`config.mk`:
```
export PLATFORM = sky130hd
export DESIGN_NAME = if_stage
export DESIGN_NICKNAME = d
export VERILOG_FILES = /design/src/rtl/if_stage.sv
export SDC_FILE = /design/constraint.sdc
export NUM_CORES = 1
export LEC_CHECK = 0
export BUFFER_PORTS_ARGS = -buffer_cell sky130_fd_sc_hd__buf_2
export CAP_MARGIN = 20
export CORE_MARGIN = 4
export CORE_UTILIZATION = 53
export CTS_CLUSTER_DIAMETER = 120
export CTS_CLUSTER_SIZE = 8
export DETAILED_ROUTE_END_ITERATION = 8
export PLACE_DENSITY = 0.86
export SLEW_MARGIN = 0
export SYNTH_ARGS = -nofsm -noshare
export SYNTH_HDL_FRONTEND = slang
export SYNTH_SLANG_ARGS = --single-unit
```
`constraint.sdc`:
```
create_clock -name clk -period 5.1 [get_ports clk]
set_input_delay 0.51 -clock clk [delete_from_list [all_inputs] [get_ports clk]]
set_output_delay 0.51 -clock clk [all_outputs]
set_load 0.05 [all_outputs]
```
`src/rtl/if_stage.sv`:
```
`default_nettype none
// ============================================================================
// Module   : if_stage
// Purpose  : Instruction-fetch stage with the IF/ID pipeline register.
//            Holds the fetch PC, drives the instruction-memory address and
//            registers the fetched word with its PC for the decode stage.
// Revision : 1.0  initial release
// ============================================================================
module if_stage #(
  parameter logic [31:0] RESET_PC  = 32'h0000_0000,
  parameter logic [31:0] NOP_INSTR = 32'h0000_0013
) (
  input  logic        clk,
  input  logic        reset,
  input  logic        PCSrc,
  input  logic [31:0] PC_Branch,
  input  logic        PCWrite,
  input  logic        IF_IDWrite,
  input  logic        IF_IDFlush,
  output logic [31:0] IMEM_ADDR,
  input  logic [31:0] IMEM_DATA,
  input  logic        IMEM_VALID,
  output logic [31:0] PC_IF,
  output logic [31:0] PC_ID,
  output logic [31:0] INSTRUCTION_ID,
  output logic        VALID_ID,
  output logic [31:0] FETCH_COUNT
);

  logic [31:0] pc_q, pc_d;
  logic [31:0] pc_id_q, pc_id_d;
  logic [31:0] instr_id_q, instr_id_d;
  logic        valid_id_q, valid_id_d;
  logic [31:0] fetch_count_q, fetch_count_d;

  // Next-state for the fetch PC and the IF/ID register.
  // A redirect squashes the wrong-path word even when the stage is stalled.
  always_comb begin
    pc_d          = pc_q;
    pc_id_d       = pc_id_q;
    instr_id_d    = instr_id_q;
    valid_id_d    = valid_id_q;
    fetch_count_d = fetch_count_q;

    if (PCSrc) begin
      pc_d = {PC_Branch[31:2], 2'b00};
    end else if (PCWrite && IMEM_VALID) begin
      pc_d = pc_q + 32'd4;
    end

    if (PCSrc || IF_IDFlush) begin
      instr_id_d = NOP_INSTR;
      valid_id_d = 1'b0;
      pc_id_d    = pc_q;
    end else if (IF_IDWrite) begin
      pc_id_d = pc_q;
      if (IMEM_VALID) begin
        instr_id_d    = IMEM_DATA;
        valid_id_d    = 1'b1;
        fetch_count_d = fetch_count_q + 32'd1;
      end else begin
        instr_id_d = NOP_INSTR;
        valid_id_d = 1'b0;
      end
    end
  end

  // State registers; reset overrides every other input in the same cycle.
  always_ff @(posedge clk) begin
    if (reset) begin
      pc_q          <= RESET_PC;
      pc_id_q       <= RESET_PC;
      instr_id_q    <= NOP_INSTR;
      valid_id_q    <= 1'b0;
      fetch_count_q <= 32'd0;
    end else begin
      pc_q          <= pc_d;
      pc_id_q       <= pc_id_d;
      instr_id_q    <= instr_id_d;
      valid_id_q    <= valid_id_d;
      fetch_count_q <= fetch_count_d;
    end
  end

  assign IMEM_ADDR      = {pc_q[31:2], 2'b00};
  assign PC_IF          = pc_q;
  assign PC_ID          = pc_id_q;
  assign INSTRUCTION_ID = instr_id_q;
  assign VALID_ID       = valid_id_q;
  assign FETCH_COUNT    = fetch_count_q;

endmodule
`default_nettype wire

```
==> flow_summary.toml <==
[status]
run_status = "finished clean"

[sta]
finalCritPeriodShare = 0.454
rsz0062_at_grt = "false"
fmax_mhz = 432
worstMarginPinSlew_ns = 1.08
drv_slew = 0
fin_skew_ns = 0.00665
hold_viol_final = 0
relSlewSlack = 0.283
period_needed_ns = 2.31
tns_ns = 0
setup_viol = 0

[floorplanning]
start_util = 0.542
die_y_um = 113
rows = 38
die_w_um = 113
dieArea_um2 = 12800
core_area_um2 = 10800
ios = 232

[finish]
final_area_um2 = 7380
syn2layout_area_growth_pct = 25.6
antenna_cells = 0
fin_nets = 959
layout_common_cells = "buf_2, dfxtp_1, nand2_1, nor2_1, a21oi_1"
final_common_cell = "buf_2"
drive_above_1_share = 0.309
multi_input_area_um2 = 2890
nFillCells = 905
regArea_um2 = 2500

[grt]
track_usage = 0.246
overflow = 0
grt_pass1_wl_um = 26000
grt_max_degree = 99
grt_pass1_vias = 5307
grt_antenna_before_repair = 1

[logic_synthesis]
synthTopCellsByArea = "dfxtp_1, nand2_1, a21oi_1"
synth.largest_area_cell = "dfxtp_1"
synthFlopType = "dfxtp_1"
yosys_register_bits = 125
async_reset_ff_frac = 0
seq_area_frac_synth = 0.426
syn_inst = 722
syn_area_um2 = 5880
syn_avg_cell_area_um2 = 8.14
yosysTopAreaCellShare = 0.426
synth-edff-count = 0
synth.distinct_cells = 50
yosys_warnings = 0

[routing]
wl_um = 16300
drc = 0
drt-initial-drc-count = 410
viasPerCell = 5.56
first_pass_iters = 5
drtAntennaViolNets = 0
via_count = 5780
wl_per_cell_um = 15.7

[worst_setup_path]
ff2ff_path_depth = 4
r2r-end = "PC_IF[25]"
cp-end-kind = "register"
startpoint_type = "register"
reg2reg_from = "PC_IF[4]"
critPathTopFamily = "simple AND/OR/NAND/NOR gates"
path_cells = "nand4_1, or4_1, or3_1, a2111oi_0"
worstPathArrival_ns = 2.69
cp_slowest_stage_delay_ns = 0.64
worstPathRequired_ns = 5.48
rrSetupSlack_ns = 2.79
slowest_stage = "or4_1"
crit_buf_inv = 0
cp_max_fo = 8
critPathKind = "register to register"

[worst_hold_path]
holdPathEnd = "INSTRUCTION_ID[13]"
hp-class = "input port to register"
min-delay-start = "IMEM_DATA[13]"
hold_depth = 3

[place]
hpwl_um = 11000
gp_congestion = 0.821
port_buffers = 223
placed_area_um2 = 6760

[cts]
htreeDepth = 4
cts_sinks = 125
insertion_delay_ns = 0.51
cts_hold_buffers = 0
cts_buffers = 17
cts_buffer_depth = 2
cts_resized = 0
root_buffer = "clkbuf_8"
path_clk_slew_ns = 0.06
post-cts-setup-buffers = 0
cts_tree = "yes"

[power]
p_per_area_nw_per_um2 = 362
p_leak_nw = 3.16
vdd_drop_max_v = 0.000205

[flow_run]
drv_cap = 0
[sequential cells by signal, indices dropped and copies added (netlist names)]
name            cells
FETCH_COUNT        32
VALID_ID            1
INSTRUCTION_ID     32
PC_IF              30
PC_ID              30
[report_power, final]
group / switching [mW] / internal (mW)
sequential: 0.0417 / 1.01
clock: 0.436 / 0.832
combinational: 0.267 / 0.0842
[synth_stat cells (8+ instances only)]
library cell / count
nand3_1: 18
or3_1: 14
buf_1: 8
nor2_1: 73
dfxtp_1: 125
buf_4: 36
o31ai_1: 9
nor2b_1: 36
xor2_1: 13
nand4_1: 23
nor3_1: 12
nand2_1: 95
inv_1: 12
and4_1: 14
or4_1: 11
a211oi_1: 12
clkbuf_1: 40
o21ai_0: 9
a311oi_1: 10
a21oi_1: 69
[worst max-delay path by stage]
stage,start,end,slack (ns),depth (start not counted)
after CTS,PC_IF[4],PC_IF[25],2.81,4
after floorplan,PC_IF[10],PC_IF[24],2.64,6
after global routing,PC_IF[4],PC_IF[13],2.62,4
after global placement,IF_IDWrite,FETCH_COUNT[29],2.40,7
after detailed placement,IF_IDWrite,FETCH_COUNT[29],2.38,7
final,PC_IF[4],PC_IF[25],2.79,4
[worst reg2reg max path: cells and delay by family (launching register included)]
kind	cells	cell delay, ns
AOI/OAI and AO/OA	1	0.38
DFF	1	0.54
and+or+nand+nor	3	1.27
[per-stage QoR]
| step | utilization | hold slack (ns) | total power, mW | cells | worst slack, ns |
|---|---|---|---|---|---|
| floorplan | - | 0.630 | 1.35 | 727 | 2.64 |
| global placement | 0.623 | 0.436 | 1.42 | 1007 | 2.40 |
| detailed placement | 0.623 | 0.442 | 1.42 | 1007 | 2.38 |
| CTS | 0.681 | 0.207 | 2.68 | 1039 | 2.81 |
| global route | 0.681 | 0.203 | 2.76 | 1039 | 2.62 |
| finish | 0.681 | 0.222 | 2.67 | 1039 | 2.79 |
[cell type report]
class	count	share of cell area
clock buffer	22	0.0627
tap	140	0.0237
timing repair buffer	227	0.156
multi-input combinational	503	0.391
sequential	125	0.339
inverter	12	0.00610
clock inverter	10	0.0219
[layer usage]
layer	global-route usage	up-vias	wire length, µm	part of all wire
li1	-	2854	-	-
met1	0.314	2672	6930	0.42
met2	0.398	230	7830	0.48
met3	0.0775	22	1370	0.084
met4	0.0745	2	187	0.011
met5	0	-	13	0.00080
[kinds of logic after synthesis]
family,Yosys count,share of synthesized area
AOI/OAI and AO/OA,143,0.158
xor gates and xnor gates,17,0.0253
adders and majority gates,2,0.00426
buffers and inverters,99,0.0879
DFF,125,0.426
muxes,8,0.0151
other,1,0.000638
and+or+nand+nor,327,0.283
No activity file was read; power rests on OpenSTA's default activity.
